## src/rtl/addsub_pkg.sv

```systemverilog
// Shared helpers for the segmented add/subtract pipeline: stage count,
// overflow detection and signed saturation constants.
package addsub_pkg;

  // Widest operand the saturation helpers can describe.
  localparam int MAX_W = 256;

  function automatic int nstages(input int width, input int seg_w);
    return width / seg_w;
  endfunction

  // Signed overflow from the carry into and out of the MSB.
  function automatic logic ovf_carry(input logic cmsb, input logic cout);
    return cmsb ^ cout;
  endfunction

  function automatic logic [MAX_W-1:0] sat_pos(input int width);
    logic [MAX_W-1:0] r;
    r = '0;
    for (int i = 0; i < MAX_W; i++) begin
      if (i < width - 1) r[i] = 1'b1;
    end
    return r;
  endfunction

  function automatic logic [MAX_W-1:0] sat_neg(input int width);
    logic [MAX_W-1:0] r;
    r = '0;
    for (int i = 0; i < MAX_W; i++) begin
      if (i == width - 1) r[i] = 1'b1;
    end
    return r;
  endfunction

endpackage

```

## src/rtl/addsub_pipe_if.sv

```systemverilog
// Operand/result handshake bundle for addsub_pipe; master is the operand
// source plus result sink, slave is the pipeline itself.
interface addsub_pipe_if #(
  parameter int WIDTH = 32
);
  logic             in_valid;
  logic             in_ready;
  logic [WIDTH-1:0] a;
  logic [WIDTH-1:0] b;
  logic             sub;
  logic             sat;
  logic             out_valid;
  logic             out_ready;
  logic [WIDTH-1:0] sum;
  logic             cout;
  logic             v;
  logic             zero;
  logic             neg;

  modport master (
    output in_valid, a, b, sub, sat, out_ready,
    input  in_ready, out_valid, sum, cout, v, zero, neg
  );

  modport slave (
    input  in_valid, a, b, sub, sat, out_ready,
    output in_ready, out_valid, sum, cout, v, zero, neg
  );
endinterface

```

## src/rtl/addsub_seg.sv

```systemverilog
// SEG_W-bit combinational segment adder; also reports the carry into its MSB
// so the top segment can derive signed overflow.
module addsub_seg #(
  parameter int SEG_W = 8
) (
  input  logic [SEG_W-1:0] a,
  input  logic [SEG_W-1:0] b,
  input  logic             cin,
  output logic [SEG_W-1:0] sum,
  output logic             cout,
  output logic             cmsb
);
  logic [SEG_W:0] full;

  assign full = {1'b0, a} + {1'b0, b} + {{SEG_W{1'b0}}, cin};
  assign sum  = full[SEG_W-1:0];
  assign cout = full[SEG_W];
  // Sum bit = a ^ b ^ carry-in, so the MSB carry-in falls out of the sum.
  assign cmsb = sum[SEG_W-1] ^ a[SEG_W-1] ^ b[SEG_W-1];
endmodule

```

## src/rtl/addsub_pipe.sv

```systemverilog
// Pipelined WIDTH-bit add/subtract, one SEG_W-bit carry segment per stage;
// result after NSTAGES-1 edges past accept, whole pipe freezes on output stall.
module addsub_pipe
  import addsub_pkg::*;
#(
  parameter int WIDTH = 32,
  parameter int SEG_W = 8
) (
  input logic          clk,
  input logic          rst,
  addsub_pipe_if.slave bus
);
  localparam int NS = nstages(WIDTH, SEG_W);
  localparam int L  = NS - 1;

  localparam logic [MAX_W-1:0] SAT_POS_W = sat_pos(WIDTH);
  localparam logic [MAX_W-1:0] SAT_NEG_W = sat_neg(WIDTH);
  localparam logic [WIDTH-1:0] SAT_POS   = SAT_POS_W[WIDTH-1:0];
  localparam logic [WIDTH-1:0] SAT_NEG   = SAT_NEG_W[WIDTH-1:0];

  logic advance;

  // Stage registers; entry k is written by stage k.
  logic             st_vld [NS];
  logic             st_cy  [NS];
  logic             st_sat [NS];
  logic [WIDTH-1:0] st_a   [NS];
  logic [WIDTH-1:0] st_b   [NS];
  logic [WIDTH-1:0] st_ps  [NS];

  // Inputs presented to the adder of stage k.
  logic             vld_i  [NS];
  logic             cin_i  [NS];
  logic             sat_i  [NS];
  logic [WIDTH-1:0] a_i    [NS];
  logic [WIDTH-1:0] b_i    [NS];
  logic [WIDTH-1:0] ps_i   [NS];
  logic [WIDTH-1:0] ps_n   [NS];

  logic [SEG_W-1:0] seg_sum [NS];
  logic             seg_co  [NS];
  logic             seg_cm  [NS];

  logic             raw_v;
  logic [WIDTH-1:0] fin_sum;
  logic             out_v;
  logic             out_zero;
  logic             out_neg;

  assign advance      = !bus.out_valid || bus.out_ready;
  assign bus.in_ready = advance;

  for (genvar k = 0; k < NS; k++) begin : g_st
    if (k == 0) begin : g_head
      assign vld_i[k] = bus.in_valid;
      assign a_i[k]   = bus.a;
      assign b_i[k]   = bus.b ^ {WIDTH{bus.sub}};
      assign cin_i[k] = bus.sub;
      assign sat_i[k] = bus.sat;
      assign ps_i[k]  = '0;
    end else begin : g_body
      assign vld_i[k] = st_vld[k-1];
      assign a_i[k]   = st_a[k-1];
      assign b_i[k]   = st_b[k-1];
      assign cin_i[k] = st_cy[k-1];
      assign sat_i[k] = st_sat[k-1];
      assign ps_i[k]  = st_ps[k-1];
    end

    // Operand skew keeps the segment due next in the low SEG_W bits.
    addsub_seg #(
      .SEG_W (SEG_W)
    ) u_seg (
      .a    (a_i[k][SEG_W-1:0]),
      .b    (b_i[k][SEG_W-1:0]),
      .cin  (cin_i[k]),
      .sum  (seg_sum[k]),
      .cout (seg_co[k]),
      .cmsb (seg_cm[k])
    );

    assign ps_n[k] = ps_i[k] | (WIDTH'(seg_sum[k]) << (k * SEG_W));

    always_ff @(posedge clk or posedge rst) begin
      if (rst) begin
        st_vld[k] <= 1'b0;
        st_cy[k]  <= 1'b0;
        st_sat[k] <= 1'b0;
        st_a[k]   <= '0;
        st_b[k]   <= '0;
        st_ps[k]  <= '0;
      end else if (advance) begin
        st_vld[k] <= vld_i[k];
        if (vld_i[k]) begin
          st_cy[k]  <= seg_co[k];
          st_sat[k] <= sat_i[k];
          st_a[k]   <= a_i[k] >> SEG_W;
          st_b[k]   <= b_i[k] >> SEG_W;
          st_ps[k]  <= (k == L) ? fin_sum : ps_n[k];
        end
      end
    end
  end

  // The last stage resolves overflow and clamps toward the sign of A.
  assign raw_v   = ovf_carry(seg_cm[L], seg_co[L]);
  assign fin_sum = (sat_i[L] && raw_v) ? (a_i[L][SEG_W-1] ? SAT_NEG : SAT_POS)
                                       : ps_n[L];

  always_ff @(posedge clk or posedge rst) begin
    if (rst) begin
      out_v    <= 1'b0;
      out_zero <= 1'b0;
      out_neg  <= 1'b0;
    end else if (advance && vld_i[L]) begin
      out_v    <= raw_v;
      out_zero <= (fin_sum == '0);
      out_neg  <= fin_sum[WIDTH-1];
    end
  end

  assign bus.out_valid = st_vld[L];
  assign bus.sum       = st_ps[L];
  assign bus.cout      = st_cy[L];
  assign bus.v         = out_v;
  assign bus.zero      = out_zero;
  assign bus.neg       = out_neg;
endmodule

```

## src/flat_wrapper.sv

```systemverilog
// flat-port wrapper written by rule: the top's interface ports become plain ports
module addsub_pipe_flat import addsub_pkg::*;
#(
  parameter int WIDTH = 32,
  parameter int SEG_W = 8
)
  (clk, rst, bus_in_valid, bus_a, bus_b, bus_sub, bus_sat, bus_out_ready, bus_in_ready, bus_out_valid, bus_sum, bus_cout, bus_v, bus_zero, bus_neg);
  addsub_pipe_if #(.WIDTH(WIDTH)) bus_i ();
  input logic clk;
  input logic rst;
  input wire logic [$bits(bus_i.in_valid)-1:0] bus_in_valid;
  input wire logic [$bits(bus_i.a)-1:0] bus_a;
  input wire logic [$bits(bus_i.b)-1:0] bus_b;
  input wire logic [$bits(bus_i.sub)-1:0] bus_sub;
  input wire logic [$bits(bus_i.sat)-1:0] bus_sat;
  input wire logic [$bits(bus_i.out_ready)-1:0] bus_out_ready;
  output wire logic [$bits(bus_i.in_ready)-1:0] bus_in_ready;
  output wire logic [$bits(bus_i.out_valid)-1:0] bus_out_valid;
  output wire logic [$bits(bus_i.sum)-1:0] bus_sum;
  output wire logic [$bits(bus_i.cout)-1:0] bus_cout;
  output wire logic [$bits(bus_i.v)-1:0] bus_v;
  output wire logic [$bits(bus_i.zero)-1:0] bus_zero;
  output wire logic [$bits(bus_i.neg)-1:0] bus_neg;
  assign bus_i.in_valid = bus_in_valid;
  assign bus_i.a = bus_a;
  assign bus_i.b = bus_b;
  assign bus_i.sub = bus_sub;
  assign bus_i.sat = bus_sat;
  assign bus_i.out_ready = bus_out_ready;
  assign bus_in_ready = bus_i.in_ready;
  assign bus_out_valid = bus_i.out_valid;
  assign bus_sum = bus_i.sum;
  assign bus_cout = bus_i.cout;
  assign bus_v = bus_i.v;
  assign bus_zero = bus_i.zero;
  assign bus_neg = bus_i.neg;
  addsub_pipe #(.WIDTH(WIDTH), .SEG_W(SEG_W)) u_core (.clk(clk), .rst(rst), .bus(bus_i));
endmodule
```

## config.mk

```make
export PLATFORM = sky130hd
export DESIGN_NAME = addsub_pipe_flat
export DESIGN_NICKNAME = d
export VERILOG_FILES = /design/src/rtl/addsub_pkg.sv /design/src/rtl/addsub_pipe_if.sv /design/src/rtl/addsub_seg.sv /design/src/rtl/addsub_pipe.sv /design/src/flat_wrapper.sv
export SDC_FILE = /design/constraint.sdc
export NUM_CORES = 1
export LEC_CHECK = 0
export CAP_MARGIN = 25
export CORE_UTILIZATION = 56
export DETAILED_ROUTE_END_ITERATION = 16
export HOLD_SLACK_MARGIN = 0.06
export MAX_ROUTING_LAYER = met4
export PLACE_DENSITY = 0.78
export SLEW_MARGIN = 20
export SYNTH_ARGS = -nofsm -noshare
export SYNTH_HDL_FRONTEND = slang
export SYNTH_SLANG_ARGS = --single-unit
```

## constraint.sdc

```tcl
create_clock -name clk -period 9.1 [get_ports clk]
set_input_delay 2.73 -clock clk [delete_from_list [all_inputs] [get_ports clk]]
set_output_delay 2.73 -clock clk [all_outputs]
set_load 0.05 [all_outputs]
```

==> out/metrics.yaml <==
met3_usage_pct: 4.77
critPathLaunchType: "input pin"
busiest_layer: "met2"
synthToLayoutAreaGrowth_pct: 19.9
ctsHoldBuffers: 0
grt_max_degree: 116
synth.distinct_cells: 49
fin_cells: 1044
slowest_delay_ns: 0.89
total_power_mw: 4.18
p_int_mw: 2.47
drive_above_1_share_pct: 18.9
ys_warn_count: 0
initial_utilization_pct: 57.6
firstDrtPassIters: 5
wire_per_inst_um: 15.9
worst_slew_pin_slew_ns: 0.960
clockPowerShare_pct: 16.1
grt_first_pass_wirelength_um: 27600
arrival_ns: 4.42
antenna_found_initial: 0
placed_cell_area_um2: 9940
drc: 0
cap_violations: 0
io_pins: 108
cts.sinks: 189
final_util_pct: 69.0
pwr_density_cell_nw_per_um2: 398
via_count: 5717
multi_input_area_um2: 3750
ys_ff_latch: 189
fillers: 1091
rsz0062_at_grt: "false"
run_status: "completed"
die_h_um: 127
synth_area_um2: 8750
hold_viol: 0
clk_pin_slew_ns: 0.06
worstSkewPairLatency_ns: 0.43
routabilityCongestion: 0.836
netlist_instances: 749
timing.critical_path.mode_cell: "clkdlybuf4s50_1"
dieArea_um2: 16100
cp_data_required_time_ns: 6.37
ys.flop_type: "dfrtp_1"
yosysSeqAreaShare_pct: 54.0
skew_ns: 0.00819
n_antenna_cell: 0
antenna_left: 0
rows: 45
track_usage_pct: 22.7
syn-num-nets: 854
post-place-cells: 1013
hpwl_um: 11200
slew_headroom_pct: 36.0
combPwrFrac_pct: 49.0
grtUsageMet1_pct: 27.0
power_frac_seq_pct: 35.0
max-vdd-ir-drop_mv: 0.198
hold_class: "flop to flop"
drt_iter0_markers: 425
drt_wl_total_um: 16600
port_buffers: 107
synth-edff-count: 0
dp_slack_ns: 1.96
postCtsSetupBuffers: 0
fmax_ghz: 0.140
worst_slack_ns: 1.95
seq_area_um2: 4730
crit_type: "input pin to primary output"
htreeDepth: 4
cts_buffers: 17
cp_cell_sequence: "clkdlybuf4s50_1, nand2b_1, clkdlybuf4s50_1"
cpMaxStageDelayCell: "clkdlybuf4s50_1"
cp-end-kind: "primary output"
path_max_fanout: 10
ctsResizeCount: 0
path_buf_inv: 2
p_switching_mw: 1.70
avgSynthCellArea_um2: 11.7
overflow: 0
core_area_um2: 15200
slew_viol_final: 0
nets: 950
setup_viol: 0
vias_per_cell: 5.48
grt_pass1_vias: 5845
finalSetupTns_ns: 0
crit_family: "buffers and inverters"
die_w_um: 127
period_share_pct: 78.6
cts_buffer_depth: 2
grt_util_met2_pct: 38.5
finalCriticalPeriod_ns: 7.15
async_flop_share_pct: 100
fin_area_um2: 10500
fin_hold_ws_ns: 0.477
cts_tree: "built"
p_leak_nw: 4.60
clock-root-buffer: "clkbuf_16"
power_switching_share_pct: 40.8
final timing paths:
kind | from | to | slack (ns) | depth (start not counted)
worst max-delay path | bus_out_ready | bus_in_ready | 1.95 | 3
worst min-delay path | u_core.ps_i[42]$_DFFE_PP0P_ | u_core.ps_i[42]$_DFFE_PP0P_ | 0.48 | 2
worst max register to register | u_core.cin_i[0]$_DFFE_PP0P_ | u_core.bus.sum[17]$_DFFE_PP0P_ | 5.24 | 11
worst min register to register | u_core.ps_i[42]$_DFFE_PP0P_ | u_core.ps_i[42]$_DFFE_PP0P_ | 0.48 | 2
max in group asynchronous | rst | u_core.ps_i[12]$_DFFE_PP0P_ | 4.81 | 4
min in group asynchronous | rst | u_core.ps_i[66]$_DFFE_PP0P_ | 2.63 | 2
flip-flops by register name (all words and copies together), names as in the netlist:
signal and flops:
u_core.a_i 48, u_core.b_i 48, u_core.ps_i 48, u_core.bus.sum 31, u_core.cin_i 3, u_core.sat_i 3
u_core.st_vld 3, u_core.bus.cout 1, u_core.bus.neg 1, u_core.bus.out_valid 1, u_core.bus.v 1, u_core.bus.zero 1
placed cells by master (no fill, tap or decap), types with 4 or more instances in the layout:
cell | synthesis | routed
mux2_2 | 105 | 105
a21boi_0 | 4 | 4
inv_1 | 28 | 27
dfrtp_1 | 189 | 189
clkbuf_8 | 0 | 4
buf_4 | 2 | 6
ha_1 | 28 | 28
a211oi_1 | 4 | 4
a21oi_1 | 36 | 36
o21ai_0 | 54 | 54
nand2_1 | 87 | 84
clkdlybuf4s50_1 | 0 | 106
o21bai_1 | 6 | 6
a21o_1 | 6 | 6
o21a_1 | 6 | 6
xnor2_1 | 39 | 39
clkbuf_16 | 0 | 17
a21oi_2 | 10 | 10
xor2_1 | 9 | 9
clkinv_2 | 0 | 5
fa_1 | 7 | 7
nor2_1 | 38 | 38
nor4b_1 | 4 | 4
o31ai_1 | 6 | 6
nor4_1 | 7 | 7
metal layers:
metal	share of wire (%)	vias up	wire (µm)
li1	-	2754	-
met1	43	2814	7120
met2	52	122	8570
met3	3.6	27	602
met4	2.0	0	327
met5	0	-	0
layout make-up:
| class | instances | area share [%] |
|---|---|---|
| flip-flops and latches | 189 | 45.1 |
| multi-input cells | 495 | 35.8 |
| repair buffers | 114 | 10.8 |
| clock buffers | 23 | 4.65 |
| well taps | 188 | 2.24 |
| inverters | 28 | 1.05 |
| clock inverters | 7 | 0.381 |
worst register-to-register path: cells and delay by family (launching register included):
family	cells	cell delay (ns)
AOI/OAI and AO/OA	6	2.06
adders and majority gates	2	0.71
buffers and inverters	2	0.47
DFF	1	0.41
and+or+nand+nor	1	0.07
logic make-up after synthesis:
group | share of synthesized area (%)
adder cells (fa/ha/maj) | 5.60
buffers and inverters | 3.19
AO/OA/AOI/OAI | 10.4
multiplexers | 13.8
AND/OR/NAND/NOR | 8.10
XOR/XNOR | 4.80
flip-flops | 54.0
cell usage after synthesis (all sizes together), types with 2 or more instances:
| cell | instances | area (µm²) |
|---|---|---|
| clkbuf | 25 | 93.8 |
| xnor2 | 39 | 342 |
| a21o | 6 | 45.0 |
| inv | 28 | 105 |
| nand2b | 3 | 18.8 |
| nor3 | 3 | 15.0 |
| or4 | 3 | 22.5 |
| ha | 28 | 350 |
| a211oi | 5 | 50.1 |
| nor2b | 3 | 18.8 |
| xor2 | 9 | 78.8 |
| o21ai | 56 | 292 |
| o21bai | 6 | 45.0 |
| a21oi | 46 | 268 |
| o21a | 6 | 45.0 |
| buf | 12 | 80.1 |
| nor4 | 7 | 43.8 |
| o22ai | 2 | 12.5 |
| nand2 | 87 | 327 |
| or3 | 2 | 12.5 |
| or2 | 3 | 21.3 |
| a21boi | 4 | 30.0 |
| nor3b | 3 | 22.5 |
| nand3 | 2 | 10.0 |
| nor4b | 4 | 35.0 |
| mux2 | 105 | 1180 |
| fa | 7 | 140 |
| mux2i | 3 | 30.0 |
| dfrtp | 189 | 4730 |
| nor2 | 38 | 143 |
| o31ai | 6 | 45.0 |
power by group through the flow:
stage	logic, mW	registers, mW	clock network, mW
floorplan	1.33	1.66	0
global placement	1.96	1.45	0
detailed placement	2.03	1.47	0
CTS	2.05	1.46	0.682
global route	2.23	1.51	0.722
finish	2.04	1.46	0.670
Power figures use the tool's default switching activity.
==> variant, RTL diff (config.mk and constraints unchanged) <==
`WIDTH` is set to 32 in 3 places; all go to 16.
--- a/src/rtl/addsub_pipe_if.sv
+++ b/src/rtl/addsub_pipe_if.sv
@@ -1,7 +1,7 @@
 // Operand/result handshake bundle for addsub_pipe; master is the operand
 // source plus result sink, slave is the pipeline itself.
 interface addsub_pipe_if #(
-  parameter int WIDTH = 32
+  parameter int WIDTH = 16
 );
   logic             in_valid;
   logic             in_ready;
--- a/src/rtl/addsub_pipe.sv
+++ b/src/rtl/addsub_pipe.sv
@@ -3,7 +3,7 @@
 module addsub_pipe
   import addsub_pkg::*;
 #(
-  parameter int WIDTH = 32,
+  parameter int WIDTH = 16,
   parameter int SEG_W = 8
 ) (
   input logic          clk,
--- a/src/flat_wrapper.sv
+++ b/src/flat_wrapper.sv
@@ -1,7 +1,7 @@
 // flat-port wrapper written by rule: the top's interface ports become plain ports
 module addsub_pipe_flat import addsub_pkg::*;
 #(
-  parameter int WIDTH = 32,
+  parameter int WIDTH = 16,
   parameter int SEG_W = 8
 )
   (clk, rst, bus_in_valid, bus_a, bus_b, bus_sub, bus_sat, bus_out_ready, bus_in_ready, bus_out_valid, bus_sum, bus_cout, bus_v, bus_zero, bus_neg);
Ports: changed (resized bus_a, bus_b and bus_sum); port bits go from 108 to 60. The function was not compared with the original's and may differ.
==> variant against the unedited design <==
- global-route usage shrank 0.22 points
- sequential cell count shrank 142
- cell area fell by 67%
- total power shrank 76%
- utilization increased by 7.7 points
- area after synthesis is 69% lower
- sequential share of layout area fell by 11 points
- first-iteration DRC count decreased by 77%
- setup slack better by 0.22 ns
- non-clock buffer count down 52
- wire length is 70% lower
- largest cell class is now multi-input gates
==> variant: results (changes against the unedited design) <==
synth cell count leaders: nand2_1 (50), dfrtp_1 (47), o21ai_0 (18)
Post-CTS Repair Setup Buffers: 0 (unchanged)
Vias: 2015 (-65%)
Root Buffer: clkbuf_8
sequential share of the synthesized area: 0.432 (-0.108)
non-clock inverter count: 11 (-61%)
status: finished, final reports clean
Global Route Usage Sum: 0.225 (-0.00223)
area delta synth->final: 26.9%
Cells after Synth: 266 (-64%)
Detailed Routing Iterations Pass 1: 4 (-1)
Synth Area in Adders: 0.0864 (+0.0304)
vias in the first global route: 1935 (-67%)
Reg clk slew, reported paths: 0.09 ns (+0.03 ns)
Via density: 5.39 (-1.6%)
number of DRC violations after detailed-routing iteration 0: 98 (-77%)
Place WS: 2.16 ns (+0.209 ns)
worst-path maximum fanout: 6 (-4)
design area: 3450 sq um (-67%)
NonClk Buf Share: 0.177 (+0.0690)
Critical Path AT: 4.21 ns (-0.21 ns)
mux cell area share after synthesis: 0.0455 (-0.0930)
Post-Synth XOR/XNOR Area: 0.103 (+0.0545)
worst skew pair latency: 0.29 ns (-0.14 ns)
met2 usage: 0.346 (-0.0393)
register area: 1180 sq um (-75%)
#MultiIn Comb: 194 (-61%)
syn nets: 321 (-62%)
met3 Track Usage GR: 0.0394 (-0.00836)
cell area after placement: 3320 sq um (-67%)
nets: 376 (-60%)
Max IR drop VDD: 0.149 mV (-25%)
I/O Buffers: 59 (-45%)
routed len/inst: 13.5 microns (-15%)
Routed met3 length: 220 microns (-63%)
H-Tree Depth: 2 (-2)
post-synthesis compound-gate area fraction: 0.169 (+0.0649)
final-layout clock buffer total: 5 (-78%)
Leakage: 1.53 nW (-67%)
nonclk buf count: 62 (-46%)
fill count: 355 (-67%)
switching portion of total power: 0.425 (+0.0165)
layout cells sized above 1: 0.121 (-0.0681)
dpl hpwl: 3690 microns (-67%)
Met2 Wirelength: 2310 microns (-73%)
Clock-cell share: 0.0395 (-0.0108)
Area contributors post-synth: dfrtp_1 (43%), nand2_1 (6.9%), ha_1 (6.4%)
routability-driven placement congestion ratio: 0.771 (-7.8%)
#FFs+latches synth: 47 (-75%)
Tightest Pin Transition: 0.837 ns (-0.123 ns)
area of the multi-input gates: 1420 sq um (-62%)
CP max stage delay: 0.84 ns (-0.05 ns)
routing usage on met1: 0.311 (+0.0406)
placed instance count: 366 (-64%)
largest net degree at the start of global routing: 48 (-59%)
Synth cell types: 43 (-12%)
routed length on met1: 2460 microns (-65%)
first-pass GRT wire length: 8780 microns (-68%)
Worst Skew: 0.00570 ns (-0.00249 ns)
## variant: power groups by stage
stage                     clock network [mW]  registers (mW)  logic (mW)
after CTS                              0.182           0.313       0.521
after global routing                   0.190           0.320       0.561
after global placement                     0           0.313       0.509
final                                  0.180           0.313       0.518
after detailed placement                   0           0.317       0.518
after floorplan                            0           0.441       0.266
## variant: final timing paths
path | end | startpoint | cells after the start | slack (ns)
worst max-delay path | bus_in_ready | bus_out_ready | 3 | 2.16
worst min-delay path | u_core.bus.v$_DFFE_PP0P_ | u_core.bus.v$_DFFE_PP0P_ | 2 | 0.48
worst max register to register | u_core.bus.sum[9]$_DFFE_PP0P_ | u_core.cin_i[0]$_DFFE_PP0P_ | 10 | 5.98
worst min register to register | u_core.bus.v$_DFFE_PP0P_ | u_core.bus.v$_DFFE_PP0P_ | 2 | 0.48
max in group asynchronous | u_core.ps_i[3]$_DFFE_PP0P_ | rst | 3 | 5.82
min in group asynchronous | u_core.bus.sum[1]$_DFFE_PP0P_ | rst | 3 | 2.88
